===== config.mk =====
export PLATFORM = sky130hd
export DESIGN_NAME = spi_arbiter
export DESIGN_NICKNAME = d
export VERILOG_FILES = /design/src/rtl/spi_arbiter.sv
export SDC_FILE = /design/constraint.sdc
export NUM_CORES = 1
export LEC_CHECK = 0
export CAP_MARGIN = 10
export CORE_ASPECT_RATIO = 0.8
export CORE_UTILIZATION = 45
export CTS_BUF_LIST = sky130_fd_sc_hd__clkbuf_4
export CTS_CLUSTER_DIAMETER = 80
export CTS_CLUSTER_SIZE = 8
export DETAILED_ROUTE_END_ITERATION = 10
export DONT_BUFFER_PORTS = 1
export HOLD_SLACK_MARGIN = 0.08
export PLACE_DENSITY = 0.64
export SYNTH_ARGS = -nofsm -noshare
export SYNTH_HDL_FRONTEND = slang
export SYNTH_SLANG_ARGS = --single-unit

===== constraint.sdc =====
create_clock -name clk -period 5 [get_ports clk]
set_input_delay 0 -clock clk [delete_from_list [all_inputs] [get_ports clk]]
set_output_delay 0 -clock clk [all_outputs]
set_load 0.05 [all_outputs]

===== src/rtl/spi_arbiter.sv =====
// Round-robin arbiter sharing one SPI master among NUM_REQ requesters.
// Sequences chip select, start pulse, completion wait (with watchdog) and hold time.
module spi_arbiter #(
  parameter int NUM_REQ    = 4,
  parameter int DATA_WIDTH = 8,
  parameter int CS_SETUP   = 2,
  parameter int CS_HOLD    = 2,
  parameter int TIMEOUT    = 1024
) (
  input  logic                          clk,
  input  logic                          reset,
  input  logic [NUM_REQ-1:0]            req,
  input  logic [NUM_REQ*DATA_WIDTH-1:0] req_data,
  output logic [NUM_REQ-1:0]            grant,
  output logic [NUM_REQ-1:0]            ack,
  output logic                          err,
  output logic                          spi_start,
  output logic [DATA_WIDTH-1:0]         spi_data,
  input  logic                          spi_done,
  output logic [NUM_REQ-1:0]            cs_n,
  output logic                          busy
);

  localparam int MAX_SH  = (CS_SETUP > CS_HOLD) ? CS_SETUP : CS_HOLD;
  localparam int MAX_CNT = (MAX_SH > TIMEOUT) ? MAX_SH : TIMEOUT;
  localparam int CW      = $clog2(MAX_CNT + 1);
  localparam int IW      = $clog2(NUM_REQ);

  localparam logic [CW-1:0] SETUP_LAST = CW'(CS_SETUP - 1);
  localparam logic [CW-1:0] HOLD_LAST  = CW'(CS_HOLD - 1);
  localparam logic [CW-1:0] WAIT_LAST  = CW'(TIMEOUT - 1);

  typedef enum logic [2:0] {IDLE, SETUP, START, WAIT, HOLD} state_e;

  state_e                  state_q;
  logic [CW-1:0]           cnt_q;
  logic [IW-1:0]           idx_q;
  logic [IW-1:0]           lastGrant_q;
  logic                    abort_q;
  logic [NUM_REQ-1:0]      grant_q;
  logic [NUM_REQ-1:0]      ack_q;
  logic                    err_q;
  logic                    spiStart_q;
  logic [DATA_WIDTH-1:0]   spiData_q;
  logic [NUM_REQ-1:0]      csN_q;
  logic                    busy_q;

  logic                    winValid_d;
  logic [IW-1:0]           winIdx_d;
  logic [NUM_REQ-1:0]      winOneHot_d;
  logic [DATA_WIDTH-1:0]   winData_d;
  int                      cand;

  // Search starts just past the previous winner so every requester gets a turn.
  always_comb begin
    winValid_d = 1'b0;
    winIdx_d   = '0;
    cand       = 0;
    for (int k = 1; k <= NUM_REQ; k++) begin
      cand = (int'(lastGrant_q) + k) % NUM_REQ;
      if (!winValid_d && req[IW'(cand)]) begin
        winValid_d = 1'b1;
        winIdx_d   = IW'(cand);
      end
    end
  end

  always_comb begin
    winData_d = '0;
    for (int i = 0; i < NUM_REQ; i++) begin
      if (IW'(i) == winIdx_d) winData_d = req_data[i*DATA_WIDTH +: DATA_WIDTH];
    end
  end

  assign winOneHot_d = {{(NUM_REQ-1){1'b0}}, 1'b1} << winIdx_d;

  always_ff @(posedge clk) begin
    if (reset) begin
      state_q     <= IDLE;
      cnt_q       <= '0;
      idx_q       <= '0;
      lastGrant_q <= IW'(NUM_REQ - 1);
      abort_q     <= 1'b0;
      grant_q     <= '0;
      ack_q       <= '0;
      err_q       <= 1'b0;
      spiStart_q  <= 1'b0;
      spiData_q   <= '0;
      csN_q       <= '1;
      busy_q      <= 1'b0;
    end else begin
      ack_q      <= '0;
      err_q      <= 1'b0;
      spiStart_q <= 1'b0;
      case (state_q)
        IDLE: begin
          if (winValid_d) begin
            state_q   <= SETUP;
            idx_q     <= winIdx_d;
            grant_q   <= winOneHot_d;
            csN_q     <= ~winOneHot_d;
            spiData_q <= winData_d;
            busy_q    <= 1'b1;
            cnt_q     <= '0;
          end
        end
        SETUP: begin
          if (cnt_q == SETUP_LAST) begin
            state_q    <= START;
            spiStart_q <= 1'b1;
            cnt_q      <= '0;
          end else begin
            cnt_q <= cnt_q + 1'b1;
          end
        end
        START: begin
          state_q <= WAIT;
          cnt_q   <= '0;
          abort_q <= 1'b0;
        end
        // A done arriving in the last watchdog cycle still counts as success.
        WAIT: begin
          if (spi_done) begin
            state_q <= HOLD;
            cnt_q   <= '0;
            abort_q <= 1'b0;
          end else if (cnt_q == WAIT_LAST) begin
            state_q <= HOLD;
            cnt_q   <= '0;
            abort_q <= 1'b1;
          end else begin
            cnt_q <= cnt_q + 1'b1;
          end
        end
        HOLD: begin
          if (cnt_q == HOLD_LAST) begin
            state_q     <= IDLE;
            csN_q       <= '1;
            grant_q     <= '0;
            ack_q       <= grant_q;
            err_q       <= abort_q;
            lastGrant_q <= idx_q;
            busy_q      <= 1'b0;
            cnt_q       <= '0;
            abort_q     <= 1'b0;
          end else begin
            cnt_q <= cnt_q + 1'b1;
          end
        end
        default: state_q <= IDLE;
      endcase
    end
  end

  assign grant     = grant_q;
  assign ack       = ack_q;
  assign err       = err_q;
  assign spi_start = spiStart_q;
  assign spi_data  = spiData_q;
  assign cs_n      = csN_q;
  assign busy      = busy_q;

endmodule

==> results of run 1 <==
metrics by stage:
stage          instance area [sq um]  hold WS (ns)  setup slack [ns]  power (mW)  instances
2_1_floorplan                   2170         0.249              3.21       0.497        246
3_3_place_gp                    2150        0.0746              2.86       0.503        289
3_5_place_dp                    2150        0.0768              2.83       0.504        289
4_1_cts                         2560        0.0836              1.79       0.801        327
5_1_grt                         2560         0.120              1.50       0.832        327
6_report                        2560        0.0936              1.66       0.801        327
sequential cells by signal (all words and copies together), names as in the netlist:
signal / flops
cnt_q: 11
spi_data: 8
ack: 4
cs_n: 4
grant: 4
state_q: 3
idx_q: 2
lastGrant_q: 2
abort_q: 1
busy: 1
err: 1
spi_start: 1
layout by cell type (no fill, tap or decap), types with 6 or more instances in the layout:
master         instances
nor3b_1               10
and3_1                 6
a21oi_1               11
nand2_1               24
dlygate4sd3_1         29
nor2_1                19
dfxtp_1               42
and2_1                 8
mux2_2                13
a221o_1                8
nor3_1                 8
a31oi_1                6
worst max-delay path: stages (launching register included):
cell,delay (ns)
dfxtp_1,0.39
a211oi_1,0.22
a211o_1,0.75
mux2_2,0.41
dlygate4sd3_1,0.57
a221o_1,0.31
dlygate4sd3_1,0.58
per-layer routing:
metal / share of wire / global-route usage
met2: 0.44 / 0.341
met3: 0.052 / 0.0543
met4: 0.015 / 0.0750
met1: 0.49 / 0.274
met5: 0 / 0
worst min path at each step:
stage,cells after the start,to,startpoint
finish,5,state_q[0]$_SDFFE_PP0P_,req[0]
global route,5,state_q[0]$_SDFFE_PP0P_,req[0]
CTS,5,state_q[0]$_SDFFE_PP0P_,req[0]
detailed placement,1,cnt_q[1]$_SDFFE_PP0P_,reset
global placement,1,cnt_q[1]$_SDFFE_PP0P_,reset
floorplan,2,spi_data[6]$_SDFFE_PP0P_,req_data[22]
Yosys cell counts (5+ instances only):
library cell,number
a221o_1,8
nor3b_1,10
nor3_1,8
buf_2,7
nand2b_1,5
a31oi_1,6
and2_1,8
nor2_1,19
and3_1,6
mux2_2,13
nand3_1,5
dfxtp_1,42
nand2_1,24
a21oi_1,11
clkbuf_1,6
where the power goes:
| group | total, mW | switching (mW) | internal, mW | leakage, nW |
|---|---|---|---|---|
| registers | 0.413 | 0.0612 | 0.352 | 0.342 |
| clock network | 0.269 | 0.115 | 0.154 | 0.0528 |
| logic | 0.119 | 0.0551 | 0.0634 | 0.565 |
cell families (layout without fill, tap and decap cells):
logic type	after synthesis	after routing	share of synthesized area
mux	19	19	0.100
fa+ha+maj	2	2	0.0115
compound gates	53	53	0.177
buf+inv	21	42	0.0507
flops	42	42	0.387
xor+xnor	1	1	0.00403
simple gates	108	108	0.269
cell type report:
cell class | count | area [sq um]
clock buffer | 5 | 37.5
inverter | 4 | 15.0
tap | 60 | 75.1
clock inverter | 3 | 63.8
sequential | 42 | 841
fill | 437 | 2060
timing repair buffer | 30 | 310
multi-input combinational | 183 | 1220
what timing repair did:
item,CTS,global route
hold buffers,30,0
hold endpoints to repair,42,0
buffers inserted,0,0
resized for setup,0,0
==> impl_metrics.yaml, run 1 <==
cells_and_area:
  n_antenna_cell: 0
  drive_gt1_frac: 0.109
  nNetsFinal: 307
  areaGrowthSynthToFinish_pct: 18.0
  postLayoutCoreUtil: 0.554
worst_setup_path:
  r2r_start: "lastGrant_q[1]$_SDFFE_PP1P_"
  startpoint: "lastGrant_q[1]$_SDFFE_PP1P_"
  setup.worst_path.start_class: "flop"
  cp_max_fo: 25
  endpoint_kind: "flop"
  cp.required_ns: 5.25
  critPathKind: "flop to flop"
  endpoint: "spi_data[1]$_SDFFE_PP0P_"
  r2r_slack_ns: 1.66
  r2r_cells: 6
  regToRegEndpoint: "spi_data[1]$_SDFFE_PP0P_"
  critical_path_arrival_ns: 3.59
yosys:
  yosys.area.top_type: "dfxtp_1"
  synth_edf_count: 0
  ys_top_cells_by_area: "dfxtp_1, mux2_2, nand2_1"
  yosysWarnings: 0
  ys_async_sr_fraction: 0
  syn-num-nets: 287
  synth_top_area_frac: 0.387
  synth_cells: 246
  syn_area_per_cell_sq_um: 8.83
  syn_area_sq_mm: 0.00217
  synth_flop_cell: "dfxtp_1"
  synth-seq-cells: 42
  seq_area_frac_synth: 0.387
  synth_cell_types: 50
drt:
  drt-initial-drc-count: 71
  vias: 1894
  drc: 0
  drt_first_pass_iters: 4
  ant_nets: 0
  wire_per_inst_um: 15.3
  vias_per_cell: 5.79
  routed_wl_um: 4990
sta:
  tightest_slew_ns: 1.12
  rsz0062_at_grt: "no"
  period_needed_ns: 3.34
  hold_violations: 0
  min_period_over_period: 0.668
  tns_ns: 0
  setup_viol: 0
  skew_ns: 0.00889
  max_freq_ghz: 0.299
  slew_violations: 0
  max_slew_margin: 0.249
grt:
  gr-total-overflow: 0
  grt_pass1_wl_um: 8460
  grt_pass1_vias: 1833
  grt_max_degree: 43
  antenna_found_initial: 0
  track_usage: 0.213
placement:
  gp_congestion: 0.754
  dpl.hpwl_um: 2960
  io_buffers: 0
die:
  io_pins: 62
  die_w_um: 79.7
  dieArea_sq_mm: 0.00511
  row_count: 22
  die_h_um: 64.1
  initial_core_util: 0.470
  core_sq_mm: 0.00462
clock_network:
  clockBufferDepth: 2
  cts_inserted_buffers: 5
  path_clk_slew_ns: 0.13
  clock_sinks: 42
  clock_latency_ns: 0.35
  cts_tree: "yes"
  htree_levels: 2
  root_buffer: "clkbuf_4"
power_and_ir_drop:
  leakage_nw: 0.960
  ir_drop_v: 0.000153
  p_per_area_mw_per_mm2: 312
run_status:
  status: "completed"
job:
  drv_cap: 0
worst_hold_path:
  min_path_type: "input pin to flop"
Power figures use the tool's default switching activity.
==> inputs of run 2 (changes only) <==
Settings changed: ABC_AREA set to 1.
Clock period 5 ns to 3.3 ns, I/O delays scaled along.
==> impl_metrics.yaml, run 2 <==
run_status:
  status: "completed"
die:
  dieArea_sq_mm: 0.00561
  die_w_um: 83.5
  initial_core_util: 0.472
  die_h_um: 67.2
  core_sq_mm: 0.00506
  row_count: 23
  io_pins: 62
worst_setup_path:
  critPathKind: "flop to flop"
  slowest_stage: "dlygate4sd3_1"
  max_stage_delay_ns: 0.56
  r2r_slack_ns: 0.44
  regToRegEndpoint: "spi_data[2]$_SDFFE_PP0P_"
  cp_cell_sequence: "inv_2, nand2_1, nand2_1, nand2_2, nand2_4, nand2_1, inv_1, a21oi_2, nand3_2, nor2_8, nand2_1, nand4_1, dlygate4sd3_1, nand2_1, a21oi_1"
  cp_max_fo: 20
  r2r_cells: 15
  cpMostUsedCell: "nand2_1"
  endpoint_kind: "flop"
  setup.worst_path.start_class: "flop"
  r2r_start: "lastGrant_q[0]$_SDFFE_PP1P_"
  critical_path_arrival_ns: 3.15
  cp.required_ns: 3.59
  startpoint: "lastGrant_q[0]$_SDFFE_PP1P_"
yosys:
  synth_cells: 341
  ys_top_cells_by_area: "dfxtp_1, nand2_1, inv_1"
  synth_top_area_frac: 0.352
  syn_area_sq_mm: 0.00239
  yosys.area.top_type: "dfxtp_1"
  synth_cell_types: 37
  synth_edf_count: 0
  seq_area_frac_synth: 0.352
  synth_commonest_cells: "nand2_1, dfxtp_1, inv_1"
  synth-seq-cells: 42
  synth_flop_cell: "dfxtp_1"
  yosysWarnings: 0
  syn-num-nets: 382
  synth_most_common_cell: "nand2_1"
  ys_async_sr_fraction: 0
  syn_area_per_cell_sq_um: 7.01
cells_and_area:
  areaGrowthSynthToFinish_pct: 9.63
  final_common_cell: "nand2_1"
  top_register: "cnt_q"
  nFillCells: 519
  nNetsFinal: 397
  final_cells: 420
  final_cell_mix: "nand2_1, dfxtp_1, inv_1, nand3_1, nor2_1"
  drive_gt1_frac: 0.134
  largest_reg_flops: 11
placement:
  gp_congestion: 0.863
  dpl.hpwl_um: 3780
  place_inst: 393
  io_buffers: 0
drt:
  vias: 2213
  routed_wl_um: 5380
  drt-initial-drc-count: 54
  ant_nets: 0
  wire_per_inst_um: 12.8
  vias_per_cell: 5.27
  drc: 0
  drt_first_pass_iters: 6
power_and_ir_drop:
  ir_drop_v: 0.000455
  leakage_nw: 1.08
  finalPower_mw: 2.11
  p_per_area_mw_per_mm2: 804
worst_hold_path:
  holdPathEnd: "state_q[0]$_SDFFE_PP0P_"
  min_from: "req[0]"
  hold_path_depth: 9
  min_path_type: "input pin to flop"
sta:
  rsz0062_at_grt: "no"
  tns_ns: 0
  max_freq_ghz: 0.350
  slew_violations: 0
  hold_violations: 0
  skew_ns: 0.0131
  setup_viol: 0
  tightest_slew_ns: 0.923
  min_period_over_period: 0.866
  max_slew_margin: 0.383
  period_needed_ns: 2.86
clock_network:
  root_buffer: "clkbuf_4"
  clock_sinks: 42
  path_clk_slew_ns: 0.13
  htree_levels: 2
  clock_latency_ns: 0.36
  cts_inserted_buffers: 5
  cts_tree: "yes"
  cts_post_setup_buffers_inserted: 0
  clockBufferDepth: 2
grt:
  grt_max_degree: 21
  grt_pass1_vias: 1926
  grt_pass1_wl_um: 8840
  track_usage: 0.198
  antenna_found_initial: 0
  gr-total-overflow: 0
job:
  drv_cap: 0
## run 2: area by class of cell
type | count | area (sq um) | share of cell area
Antenna cell | 1 | 2.50 | 0.000955
Clock buffer | 5 | 37.5 | 0.0143
Clock inverter | 3 | 43.8 | 0.0167
Inverter | 43 | 161 | 0.0616
Multi-Input combinational cell | 246 | 1280 | 0.487
Sequential cell | 42 | 842 | 0.321
Tap cell | 62 | 77.6 | 0.0296
Timing Repair Buffer | 18 | 180 | 0.0687
## run 2: critical path, delay by kind of cell (launching register included)
family                 cells  cell delay (ns)
DFF                        1             0.49
and+or+nand+nor           10             1.31
AOI/OAI and AO/OA          2             0.23
buffers and inverters      3             0.75
## run 2: worst max-delay path by stage
stage | to | slack [ns] | cells past startpoint
finish | spi_data[2]$_SDFFE_PP0P_ | 0.44 | 15
global route | spi_data[0]$_SDFFE_PP0P_ | 0.19 | 15
CTS | spi_data[5]$_SDFFE_PP0P_ | 0.29 | 15
detailed placement | spi_data[5]$_SDFFE_PP0P_ | 0.84 | 14
global placement | spi_data[0]$_SDFFE_PP0P_ | 0.89 | 14
floorplan | state_q[1]$_SDFFE_PP0P_ | 1.54 | 14
## run 2: what timing repair did
item	CTS	global route
hold endpoints to repair	29	0
hold buffers	18	0
gates resized for setup	0	1
endpoints found under the setup margin	0	4
## run 2: metrics by stage
stage / util / setup WS [ns] / area [sq um] / hold WS [ns]
floorplan: - / 1.54 / 2390 / 0.205
global placement: 0.465 / 0.886 / 2360 / 0.0694
detailed placement: 0.465 / 0.837 / 2360 / 0.0711
CTS: 0.517 / 0.288 / 2620 / 0.336
global route: 0.517 / 0.191 / 2620 / 0.392
finish: 0.518 / 0.442 / 2620 / 0.351
## run 2: report_power, final
part | internal (mW) | switching, mW
sequential | 0.627 | 0.361
clock | 0.161 | 0.177
combinational | 0.273 | 0.509
## run 2: cell families after synthesis
family | count (synthesis) | synth area share
xor+xnor | 2 | 0.00733
simple gates | 198 | 0.409
fa+ha+maj | 2 | 0.0105
compound gates | 44 | 0.107
flops | 42 | 0.352
buf+inv | 53 | 0.115
## run 2: metal layers
layer  track usage  up-vias  part of all wire
met3        0.0538        6             0.079
met2         0.303       63              0.42
met5             0        -                 0
met4        0.0699        0             0.010
met1         0.271     1003              0.49
li1              -     1141                 -
